File: src/rtl/mdu_pkg.sv
// Shared definitions for the iterative multiply/divide unit.
//   - MDU_WIDTH : default operand width (also the iteration count)
//   - mdu_op_e  : operation encodings driven on op
//   - mdu_state_e : control FSM states
package mdu_pkg;
  localparam int MDU_WIDTH = 32;

  typedef enum logic [1:0] {
    OP_MULT  = 2'b00,
    OP_MULTU = 2'b01,
    OP_DIV   = 2'b10,
    OP_DIVU  = 2'b11
  } mdu_op_e;

  typedef enum logic [1:0] {
    S_IDLE = 2'b00,
    S_BUSY = 2'b01,
    S_DONE = 2'b10
  } mdu_state_e;
endpackage

File: src/rtl/mul_div_unit_if.sv
// Request/result bus between ID/EX, the mul/div unit and HILORegisters.
//   start/op/rs/rt      : request from ID/EX
//   busy                : stall indication for control
//   hi_out/lo_out       : result, valid while hi_write/lo_write strobe
//   acc/hi_in/lo_in     : multiply-accumulate inputs (only with MDU_MADD_EN)
// Modports: mst = requester side, slv = the mul/div unit.
interface mul_div_unit_if #(parameter int WIDTH = 32);
  logic             start;
  logic [1:0]       op;
  logic [WIDTH-1:0] rs;
  logic [WIDTH-1:0] rt;
  logic             busy;
  logic [WIDTH-1:0] hi_out;
  logic [WIDTH-1:0] lo_out;
  logic             hi_write;
  logic             lo_write;
`ifdef MDU_MADD_EN
  logic             acc;
  logic [WIDTH-1:0] hi_in;
  logic [WIDTH-1:0] lo_in;

  modport mst (output start, op, rs, rt, acc, hi_in, lo_in,
               input  busy, hi_out, lo_out, hi_write, lo_write);
  modport slv (input  start, op, rs, rt, acc, hi_in, lo_in,
               output busy, hi_out, lo_out, hi_write, lo_write);
`else
  modport mst (output start, op, rs, rt,
               input  busy, hi_out, lo_out, hi_write, lo_write);
  modport slv (input  start, op, rs, rt,
               output busy, hi_out, lo_out, hi_write, lo_write);
`endif
endinterface

File: src/rtl/mdu_sign_fix.sv
// Conditional two's-complement negation of the unsigned-magnitude results.
//   i_prod/i_quot/i_rem         : magnitudes from the iteration datapath
//   i_neg_prod/quot/rem         : negate the corresponding value
//   o_prod/o_quot/o_rem         : signed-corrected results
module mdu_sign_fix #(parameter int WIDTH = 32) (
  input  logic [2*WIDTH-1:0] i_prod,
  input  logic [WIDTH-1:0]   i_quot,
  input  logic [WIDTH-1:0]   i_rem,
  input  logic               i_neg_prod,
  input  logic               i_neg_quot,
  input  logic               i_neg_rem,
  output logic [2*WIDTH-1:0] o_prod,
  output logic [WIDTH-1:0]   o_quot,
  output logic [WIDTH-1:0]   o_rem
);
  assign o_prod = i_neg_prod ? -i_prod : i_prod;
  assign o_quot = i_neg_quot ? -i_quot : i_quot;
  assign o_rem  = i_neg_rem  ? -i_rem  : i_rem;
endmodule

File: src/rtl/mul_div_unit.sv
// Iterative multiply/divide unit, one result bit per cycle, fixed latency.
//   Clk, Rst_n : clock, asynchronous active-low reset
//   mdu (slv)  : request in (start/op/rs/rt), result out (hi_out/lo_out)
//                with one-cycle hi_write/lo_write strobes, busy for stalls
// Optional MDU_MADD_EN: multiplies with acc=1 add the latched {hi_in,lo_in}.
module mul_div_unit
  import mdu_pkg::*;
#(
  parameter int WIDTH = MDU_WIDTH
) (
  input  logic           Clk,
  input  logic           Rst_n,
  mul_div_unit_if.slv    mdu
);
  localparam int CW = $clog2(WIDTH + 1);

  mdu_state_e         r_state, w_state_nxt;
  logic               r_is_div;
  logic [WIDTH-1:0]   r_a, r_b;
  logic               r_sign_a, r_sign_b;
  logic [2*WIDTH-1:0] r_acc;     // mult: {partial, multiplier}; div: {rem, quot}
  logic [CW-1:0]      r_cnt;
  logic [WIDTH-1:0]   r_hi, r_lo;
  logic               r_wr;
`ifdef MDU_MADD_EN
  logic [2*WIDTH-1:0] r_addend;
`endif

  // FSM
  always_ff @(posedge Clk or negedge Rst_n)
    if (!Rst_n) r_state <= S_IDLE;
    else        r_state <= w_state_nxt;

  always_comb begin
    w_state_nxt = r_state;
    case (r_state)
      S_IDLE:  if (mdu.start) w_state_nxt = S_BUSY;
      S_BUSY:  if (r_cnt == CW'(1)) w_state_nxt = S_DONE;
      S_DONE:  w_state_nxt = S_IDLE;
      default: w_state_nxt = S_IDLE;
    endcase
  end

  // operand capture: signed ops work on magnitudes
  logic             w_signed;
  logic             w_neg_rs, w_neg_rt;
  logic [WIDTH-1:0] w_abs_rs, w_abs_rt;
  assign w_signed = ~mdu.op[0];
  assign w_neg_rs = w_signed & mdu.rs[WIDTH-1];
  assign w_neg_rt = w_signed & mdu.rt[WIDTH-1];
  assign w_abs_rs = w_neg_rs ? -mdu.rs : mdu.rs;
  assign w_abs_rt = w_neg_rt ? -mdu.rt : mdu.rt;

  // one iteration of shift-add multiply
  logic [WIDTH-1:0] w_madd;
  logic [WIDTH:0]   w_msum;
  assign w_madd = r_acc[0] ? r_a : '0;
  assign w_msum = {1'b0, r_acc[2*WIDTH-1:WIDTH]} + {1'b0, w_madd};

  // one iteration of restoring divide; borrow means the trial failed
  logic [WIDTH:0] w_dshift, w_ddiff;
  assign w_dshift = {r_acc[2*WIDTH-1:WIDTH], r_acc[WIDTH-1]};
  assign w_ddiff  = w_dshift - {1'b0, r_b};

  // sign fix-up; a zero divisor leaves the all-ones quotient untouched
  logic [2*WIDTH-1:0] w_fix_prod, w_prod_res;
  logic [WIDTH-1:0]   w_fix_quot, w_fix_rem;
  mdu_sign_fix #(.WIDTH(WIDTH)) u_sign_fix (
    .i_prod     (r_acc),
    .i_quot     (r_acc[WIDTH-1:0]),
    .i_rem      (r_acc[2*WIDTH-1:WIDTH]),
    .i_neg_prod (r_sign_a ^ r_sign_b),
    .i_neg_quot ((r_sign_a ^ r_sign_b) & (r_b != '0)),
    .i_neg_rem  (r_sign_a),
    .o_prod     (w_fix_prod),
    .o_quot     (w_fix_quot),
    .o_rem      (w_fix_rem)
  );

`ifdef MDU_MADD_EN
  assign w_prod_res = w_fix_prod + r_addend;
`else
  assign w_prod_res = w_fix_prod;
`endif

  // datapath
  always_ff @(posedge Clk or negedge Rst_n) begin
    if (!Rst_n) begin
      r_is_div <= 1'b0;
      r_a      <= '0;
      r_b      <= '0;
      r_sign_a <= 1'b0;
      r_sign_b <= 1'b0;
      r_acc    <= '0;
      r_cnt    <= '0;
      r_hi     <= '0;
      r_lo     <= '0;
      r_wr     <= 1'b0;
`ifdef MDU_MADD_EN
      r_addend <= '0;
`endif
    end else begin
      r_wr <= (r_state == S_DONE);
      case (r_state)
        S_IDLE: if (mdu.start) begin
          r_is_div <= mdu.op[1];
          r_a      <= w_abs_rs;
          r_b      <= w_abs_rt;
          r_sign_a <= w_neg_rs;
          r_sign_b <= w_neg_rt;
          r_acc    <= {{WIDTH{1'b0}}, (mdu.op[1] ? w_abs_rs : w_abs_rt)};
          r_cnt    <= CW'(WIDTH);
`ifdef MDU_MADD_EN
          r_addend <= (mdu.acc && !mdu.op[1]) ? {mdu.hi_in, mdu.lo_in} : '0;
`endif
        end
        S_BUSY: begin
          r_cnt <= r_cnt - CW'(1);
          if (!r_is_div)
            r_acc <= {w_msum, r_acc[WIDTH-1:1]};
          else if (w_ddiff[WIDTH])
            r_acc <= {w_dshift[WIDTH-1:0], r_acc[WIDTH-2:0], 1'b0};
          else
            r_acc <= {w_ddiff[WIDTH-1:0], r_acc[WIDTH-2:0], 1'b1};
        end
        S_DONE: begin
          r_hi <= r_is_div ? w_fix_rem  : w_prod_res[2*WIDTH-1:WIDTH];
          r_lo <= r_is_div ? w_fix_quot : w_prod_res[WIDTH-1:0];
        end
        default: ;
      endcase
    end
  end

  assign mdu.busy     = (r_state != S_IDLE);
  assign mdu.hi_out   = r_hi;
  assign mdu.lo_out   = r_lo;
  assign mdu.hi_write = r_wr;
  assign mdu.lo_write = r_wr;
endmodule

File: src/flat_wrapper.sv
// flat-port wrapper written by rule: the top's interface ports become plain ports
module mul_div_unit_flat import mdu_pkg::*;
#(
  parameter int WIDTH = MDU_WIDTH
)
  (Clk, Rst_n, mdu_start, mdu_op, mdu_rs, mdu_rt, mdu_busy, mdu_hi_out, mdu_lo_out, mdu_hi_write, mdu_lo_write);
  mul_div_unit_if #(.WIDTH(WIDTH)) mdu_i ();
  input  logic Clk;
  input  logic Rst_n;
  input wire logic [$bits(mdu_i.start)-1:0] mdu_start;
  input wire logic [$bits(mdu_i.op)-1:0] mdu_op;
  input wire logic [$bits(mdu_i.rs)-1:0] mdu_rs;
  input wire logic [$bits(mdu_i.rt)-1:0] mdu_rt;
  output wire logic [$bits(mdu_i.busy)-1:0] mdu_busy;
  output wire logic [$bits(mdu_i.hi_out)-1:0] mdu_hi_out;
  output wire logic [$bits(mdu_i.lo_out)-1:0] mdu_lo_out;
  output wire logic [$bits(mdu_i.hi_write)-1:0] mdu_hi_write;
  output wire logic [$bits(mdu_i.lo_write)-1:0] mdu_lo_write;
  assign mdu_i.start = mdu_start;
  assign mdu_i.op = mdu_op;
  assign mdu_i.rs = mdu_rs;
  assign mdu_i.rt = mdu_rt;
  assign mdu_busy = mdu_i.busy;
  assign mdu_hi_out = mdu_i.hi_out;
  assign mdu_lo_out = mdu_i.lo_out;
  assign mdu_hi_write = mdu_i.hi_write;
  assign mdu_lo_write = mdu_i.lo_write;
  mul_div_unit #(.WIDTH(WIDTH)) u_core (.Clk(Clk), .Rst_n(Rst_n), .mdu(mdu_i));
endmodule
File: config.mk
export PLATFORM = sky130hd
export DESIGN_NAME = mul_div_unit_flat
export DESIGN_NICKNAME = d
export VERILOG_FILES = /design/src/rtl/mdu_pkg.sv /design/src/rtl/mul_div_unit_if.sv /design/src/rtl/mdu_sign_fix.sv /design/src/rtl/mul_div_unit.sv /design/src/flat_wrapper.sv
export SDC_FILE = /design/constraint.sdc
export NUM_CORES = 1
export LEC_CHECK = 0
export CAP_MARGIN = 20
export CORE_UTILIZATION = 65
export CTS_CLUSTER_DIAMETER = 40
export CTS_CLUSTER_SIZE = 16
export DETAILED_ROUTE_END_ITERATION = 6
export DONT_BUFFER_PORTS = 1
export PLACE_DENSITY = 0.93
export SYNTH_ARGS = -nofsm -noshare
export SYNTH_HDL_FRONTEND = slang
export SYNTH_HIERARCHICAL = 1
export SYNTH_SLANG_ARGS = --single-unit
File: constraint.sdc
create_clock -name Clk -period 6.3 [get_ports Clk]
set_input_delay 0.63 -clock Clk [delete_from_list [all_inputs] [get_ports Clk]]
set_output_delay 0.63 -clock Clk [all_outputs]
set_load 0.02 [all_outputs]
==> metrics.txt, run 1 <==
status=finished, violations left; failing checks=design-rule violations; register area=5110 µm²; final instance area=18300 µm²; number of inserted diodes=0; fraction of final layout cells with drive strength greater than 1=0.0568; number of buffer and inverter stages on the critical path=2; maximum root-to-sink buffer count=3; smallest hold slack=0.192 ns; met3 WL post-DR=between 6000 and 7000 µm; H-tree level count=2; Synth async-reset ratio=1.00; commonest cells in the synthesized netlist=sky130_fd_sc_hd__nand2_1, sky130_fd_sc_hd__o21ai_0, sky130_fd_sc_hd__dfrtp_1; Finish-stage setup viols=0; number of remaining DRC errors=1; post-layout minimum cycle time=4.61 ns; Hold Vio Cnt, Final=0; sum of routed wire length over all layers=50600 µm; placer congestion estimate=1.03; largest net degree at the start of global routing=205; crit-path leading delay family=compound AO/OA/AOI/OAI gates; clock tree from TritonCTS=yes; total nets after synthesis=2169; type of the most critical hold path=primary input to async pin; Cell variety after synth=77; mean routed wirelength per cell=about 22 µm; biggest cell delay along the critical path=0.90 ns; horizontal die dimension=around 160 µm; Final Cycle Share=0.732; Crit path arrival time=4.98 ns; area used by multi-input combinational logic=around 11000 µm²; top flip-flop cell by instance count after synthesis=sky130_fd_sc_hd__dfrtp_1; initial core utilization=0.667; YS warnings=6; final setup margin=1.69 ns; EDFF count, synth=0; Filler cells=1843; iteration count of the initial detailed-routing pass=7; Post-DP HPWL=35800 µm; RSZ-0062 raised after global routing=no; cell types with the largest area share after synthesis=sky130_fd_sc_hd__dfrtp_1, sky130_fd_sc_hd__xnor2_1, sky130_fd_sc_hd__mux2i_1; number of global-route vias before repair=~15000; vias after detailed routing=15879; number of cells produced by synthesis=a little over 2000; number of max-slew violations in the final report=0; total of flip-flops plus latches after synthesis=204; I/O Buffers=0; area of the die=26600 µm²; ordered cell list for the critical path=inv_1 > ha_1 > fa_1 > nand2b_1 > a21oi_1 > o31ai_2 > nand2_2 > a41oi_2 > o41ai_4 > xor2_4 > buf_4 > mux2i_1 > o21ai_1; Die Y=163 µm; iteration-0 DRC count of the detailed router=2036; CTS clock-pin slew for the worst setup and hold paths=0.07 ns; worst endpoint required time=6.67 ns; Achievable Freq=roughly 220 MHz; worst-case clock skew=0.0208 ns; cell area after placement=17000 µm²; remaining global-route overflow=0; sum of met2 wire segment lengths after detailed routing=21400 µm; Max-Cap Viols=0; most frequent cell after synthesis=sky130_fd_sc_hd__nand2_1; area fraction of the dominant cell type after synthesis=0.302; io pins=roughly 140; worst slew slack as a fraction of its limit=0.212; number of nets in the layout=2107; top fanout value on the critical path=29; library cell with the largest summed area after synthesis=sky130_fd_sc_hd__dfrtp_1; mapped cell area=between 15000 and 20000 µm²; Root Driver=sky130_fd_sc_hd__clkbuf_16; post-cts resize count=0; Area Overhead vs Synth=8.13%; antenna violation net count after detailed routing=0; Placement Rows=58; global-route wire length before repair=79000 µm; total negative slack=0 ns; number of antenna violations at the first check in global routing=1; average vias per placed instance=6.84; Post-Route M1 WL=about 20000 µm; top layer reached by signal wires=met4; Worst setup EP type=flop; Post CTS Setup Buffer Count=0; total CTS buffers=34; overall track demand over capacity in global routing=0.378; post-synthesis sequential area ratio=0.302; slew at the pin with the worst max-slew slack=approximately 1.2 ns; post-placement worst setup slack=1.82 ns; slowest stage cell on the critical path=sky130_fd_sc_hd__xor2_4; average size of a mapped cell=between 8 and 9 µm²; latest clock arrival within the worst-skew pair=0.52 ns; type of the worst setup path=flop to flop; nature of the critical path startpoint=flop; clk sink count=just over 200; standard cell core area=25300 µm²
==> cell usage in the layout (no fill, tap or decap), types with 5 or more instances in the layout <==
cell type,n
sky130_fd_sc_hd__nand2_1,246
sky130_fd_sc_hd__o21ai_0,215
sky130_fd_sc_hd__dfrtp_1,203
sky130_fd_sc_hd__xnor2_1,179
sky130_fd_sc_hd__mux2i_1,124
sky130_fd_sc_hd__a21oi_1,115
sky130_fd_sc_hd__nor2_1,95
sky130_fd_sc_hd__ha_1,71
sky130_fd_sc_hd__inv_1,63
sky130_fd_sc_hd__a211oi_1,60
sky130_fd_sc_hd__xor2_1,54
sky130_fd_sc_hd__o31ai_1,51
sky130_fd_sc_hd__and2_1,36
sky130_fd_sc_hd__clkbuf_16,35
sky130_fd_sc_hd__a21o_1,32
sky130_fd_sc_hd__or3_1,28
sky130_fd_sc_hd__or4_1,26
sky130_fd_sc_hd__nand2b_1,25
sky130_fd_sc_hd__o41ai_1,25
sky130_fd_sc_hd__nor4_1,24
sky130_fd_sc_hd__nand3_1,24
sky130_fd_sc_hd__nor3_1,23
sky130_fd_sc_hd__nor2b_1,18
sky130_fd_sc_hd__a22oi_1,18
sky130_fd_sc_hd__o21ai_1,16
sky130_fd_sc_hd__buf_4,14
sky130_fd_sc_hd__a31oi_1,13
sky130_fd_sc_hd__o211ai_1,12
sky130_fd_sc_hd__nand4_1,10
sky130_fd_sc_hd__o221ai_1,8
sky130_fd_sc_hd__or2_2,8
sky130_fd_sc_hd__clkinv_4,6
sky130_fd_sc_hd__o21a_1,6
sky130_fd_sc_hd__and3_1,6
sky130_fd_sc_hd__o21bai_1,6
sky130_fd_sc_hd__bufinv_16,5
==> kinds of logic (layout without fill, tap and decap cells) <==
logic type,count (synthesis),count (layout),synth area share
buffers and inverters,177,141,0.0419
adders and majority gates,73,73,0.0550
and+or+nand+nor,598,598,0.173
DFF,204,204,0.302
muxes,124,124,0.0735
xor gates and xnor gates,235,235,0.122
AOI/OAI and AO/OA,616,616,0.232
==> through the flow <==
step | util | std cells
after floorplan | - | 2027
after CTS | 0.720 | 2319
after global placement | 0.671 | 2256
final | 0.721 | 2321
after global routing | 0.721 | 2321
after detailed placement | 0.671 | 2256
==> metal layers <==
| metal | up-vias | global-route usage |
|---|---|---|
| met5 | - | 0 |
| met4 | 0 | 0.173 |
| met3 | 154 | 0.0792 |
| met2 | 1096 | 0.556 |
| met1 | 7420 | 0.530 |
| li1 | 7209 | - |
==> what timing repair did <==
action                     4_1_cts  5_1_grt
hold buffers                     1        0
hold endpoints to repair       204        0
setup endpoints to repair        0        0
==> final cells by class <==
class / instances / area share
flip-flops and latches: 204 / 0.280
clock buffers: 39 / 0.0493
well taps: 330 / 0.0226
inverters: 63 / 0.0129
clock inverters: 23 / 0.0173
multi-input cells: 1646 / 0.610
repair buffers: 16 / 0.00808
==> sequential cells by signal, summed over array words and instances (netlist names) <==
signal,count
u_core/r_a,32
u_core/r_acc,64
u_core/r_b,32
u_core/r_state,2
u_core/r_sign_b,1
u_core/mdu.hi_write,1
u_core/r_is_div,1
u_core/r_cnt,6
u_core/mdu.hi_out,32
u_core/mdu.lo_out,32
u_core/r_sign_a,1
==> path summary, 6_finish.rpt <==
kind                                  start                     to  slack, ns  cells after the start
max                        u_core/r_acc[31]       u_core/r_acc[41]       1.69                     13
max in group asynchronous             Rst_n        u_core/r_is_div       5.25                      1
min                                   Rst_n  u_core/mdu.lo_out[25]       0.19                      1
max reg2reg                u_core/r_acc[31]       u_core/r_acc[41]       1.69                     13
min reg2reg                   u_core/r_a[8]          u_core/r_a[8]       0.48                      2
min in group Clk                  mdu_op[1]        u_core/r_is_div       0.24                      2
Power of run 1 is left out: the tool's default activity adds up to more than one toggle a clock period on the data nets, which glitch-free logic cannot reach.
==> run 2: changes to the inputs <==
--- a/config.mk
+++ b/config.mk
@@ -6,12 +6,12 @@
 export NUM_CORES = 1
 export LEC_CHECK = 0
 export CAP_MARGIN = 20
-export CORE_UTILIZATION = 65
+export CORE_UTILIZATION = 59
 export CTS_CLUSTER_DIAMETER = 40
 export CTS_CLUSTER_SIZE = 16
 export DETAILED_ROUTE_END_ITERATION = 6
 export DONT_BUFFER_PORTS = 1
-export PLACE_DENSITY = 0.93
+export PLACE_DENSITY = 0.9
 export SYNTH_ARGS = -nofsm -noshare
 export SYNTH_HDL_FRONTEND = slang
 export SYNTH_HIERARCHICAL = 1
==> constraint.sdc (replaced) <==
create_clock -name Clk -period 3.7 [get_ports Clk]
set_input_delay 0.37 -clock Clk [delete_from_list [all_inputs] [get_ports Clk]]
set_output_delay 0.37 -clock Clk [all_outputs]
set_load 0.02 [all_outputs]
==> run 2 against run 1 <==
The run ends with negative hold slack left. Sequential share of layout area fell by 0.44 points. Fmax rose by 29%. Register-to-register slack got worse by 1.6 ns. Critical path depth did not move. Via count rose by 1.0%. First-iteration DRC count fell by 2.9%. Design area rose by 1.6%. Cell count rose by 4.0%.
==> metrics.txt, run 2 (synthesis results as in run 1) <==
vias after detailed routing=16040 (+1.0%); worst-case clock skew=0.0257 ns (+0.00488 ns); antenna violation net count after detailed routing=0 (unchanged); total CTS buffers=30 (-12%); RSZ-0062 raised after global routing=yes; Post-DP HPWL=36900 µm (+2.8%); largest register by flop count=u_core/r_acc; io pins=136 (unchanged); Critical R2R Launch=u_core/r_acc[0]; average vias per placed instance=6.65 (-2.8%); placer congestion estimate=0.989 (-3.9%); number of buffer and inverter stages on the critical path=1 (-1); number of global-route vias before repair=14668 (-0.76%); slowest stage cell on the critical path=sky130_fd_sc_hd__dfrtp_2; ordered cell list for the critical path=buf_2 > and2_1 > ha_1 > a21o_1 > a21oi_1 > a32oi_1 > a221o_1 > a211oi_2 > a21oi_1 > o41a_1 > a31oi_1 > xor2_1 > o221ai_1; latest clock arrival within the worst-skew pair=0.57 ns (+0.05 ns); number of remaining DRC errors=0 (-1); ratio of total power to cell area=1200 nW/µm²; static leakage=7.59 nW; combinational cell fraction of total power=0.645; met1 layer usage reported by global route=0.471 (-0.0586); worst slew slack as a fraction of its limit=0.272 (+0.0607); slew at the pin with the worst max-slew slack=1.09 ns (-0.0802 ns); met2 Resource Use GR=0.511 (-0.0446); fraction of final layout cells with drive strength greater than 1=0.0796 (+0.0229); biggest cell delay along the critical path=0.47 ns (-0.43 ns); final instance area=18600 µm² (+1.6%); Die Y=171 µm (+4.9%); cell area after placement=17500 µm² (+2.7%); top fanout value on the critical path=11 (-62%); smallest hold slack=-0.478 ns (-0.670 ns); Achievable Freq=279 MHz (+29%); mean routed wirelength per cell=21.0 µm (-3.8%); maximum root-to-sink buffer count=3 (unchanged); standard cell core area=27900 µm² (+10%); Most common cell on crit path=sky130_fd_sc_hd__a21oi_1; type of the most critical hold path=primary input to async pin; layer with the highest usage after global routing=met2; crit-path leading delay family=compound AO/OA/AOI/OAI gates; Finish-stage setup viols=0 (unchanged); post-cts hold buffer count=2 (+1); total placed cells including tap cells=2354 (+4.3%); Area Overhead vs Synth=9.88%; clk sink count=204 (unchanged); flip-flop count of the largest register after layout=64 (unchanged); horizontal die dimension=171 µm (+4.9%); status=finished, violations left; clock tree from TritonCTS=yes; worst vdd rail ir drop=597 µV; Hold Vio Cnt, Final=204 (+204); Final Cycle Share=0.968 (+0.236); Switching Share=0.498; H-tree level count=1 (-1); iteration-0 DRC count of the detailed router=1977 (-2.9%); met3 usage in global routing=0.0637 (-0.0155); post-placement worst setup slack=0.0539 ns (-1.76 ns); I/O Buffers=0 (unchanged); area of the die=29300 µm² (+10%); Root Driver=sky130_fd_sc_hd__clkbuf_16; Placement Rows=61 (+5.2%); failing checks=negative hold slack; post-layout minimum cycle time=3.58 ns (-1.03 ns); final setup margin=0.120 ns (-1.57 ns); nature of the critical path startpoint=flop; global-route wire length before repair=78200 µm (-1.1%); CTS clock-pin slew for the worst setup and hold paths=0.06 ns (about the same); number of nets in the layout=2153 (+2.2%); number of inserted diodes=0 (unchanged); post-route non-filler standard cell count=2413 (+4.0%); total negative slack=0 ns (unchanged); initial core utilization=0.605 (-0.0622); worst endpoint required time=4.12 ns (-2.55 ns); iteration count of the initial detailed-routing pass=6 (-1); Internal Power=~11 mW; Worst setup EP type=flop; overall track demand over capacity in global routing=0.339 (-0.0388); most frequent cells in the layout=sky130_fd_sc_hd__nand2_1, sky130_fd_sc_hd__o21ai_0, sky130_fd_sc_hd__dfrtp_1; number of max-slew violations in the final report=0 (unchanged); remaining global-route overflow=0 (unchanged); origin of the worst setup path=u_core/r_acc[0]; sum of routed wire length over all layers=50600 µm (about the same); total net switching power=11.1 mW; number of antenna violations at the first check in global routing=0 (-1); largest net degree at the start of global routing=205 (unchanged); Max-Cap Viols=0 (unchanged); sequential share of power=0.222; clock share of power=0.132; most frequent standard cell in the layout excluding fill and tap cells=sky130_fd_sc_hd__nand2_1; Crit path arrival time=4.00 ns (-0.98 ns); type of the worst setup path=flop to flop
[run 2: per-layer routing]
layer / share of wire / vias to the layer above
li1: - / 7309
met1: 0.41 / 7595
met2: 0.43 / 984
met3: 0.12 / 152
met4: 0.047 / 0
met5: 0 / -
[run 2: worst paths after layout]
path,end,slack (ns),cells after the start
max,u_core/r_acc[62],0.12,13
min,u_core/mdu.lo_out[18],-0.48,0
max reg2reg,u_core/r_acc[62],0.12,13
min reg2reg,u_core/r_a[22],0.48,2
max in group asynchronous,u_core/mdu.hi_out[23],3.85,0
min in group Clk,u_core/r_a[16],0.04,3
[run 2: power by group through the flow]
stage | Clock, mW | Sequential (mW) | Combinational (mW)
global placement | 0 | 4.84 | 13.4
detailed placement | 0 | 4.92 | 13.9
finish | 2.95 | 4.96 | 14.4
CTS | 2.98 | 4.90 | 14.0
floorplan | 0 | 4.66 | 10.7
global route | 3.08 | 5.06 | 15.6
[run 2: area by class of cell]
class	count	area, µm²
multi-input combinational	1646	11100
fill	2140	9380
tap	378	473
clock buffer	32	790
sequential	204	5110
timing repair buffer	66	523
inverter	63	236
clock inverter	24	275
[run 2: per-stage QoR]
| stage | power (mW) | utilization |
|---|---|---|
| floorplan | 15.3 | - |
| global placement | 18.3 | 0.625 |
| detailed placement | 18.8 | 0.625 |
| CTS | 21.9 | 0.664 |
| global route | 23.8 | 0.664 |
| finish | 22.3 | 0.664 |
[run 2: timing repair]
| item | 4_1_cts | 5_1_grt |
|---|---|---|
| setup buffers | 0 | 1 |
| gates resized for setup | 0 | 4 |
| setup endpoints to repair | 0 | 6 |
| endpoints found under the hold margin | 206 | 204 |
Power figures use the tool's default switching activity.
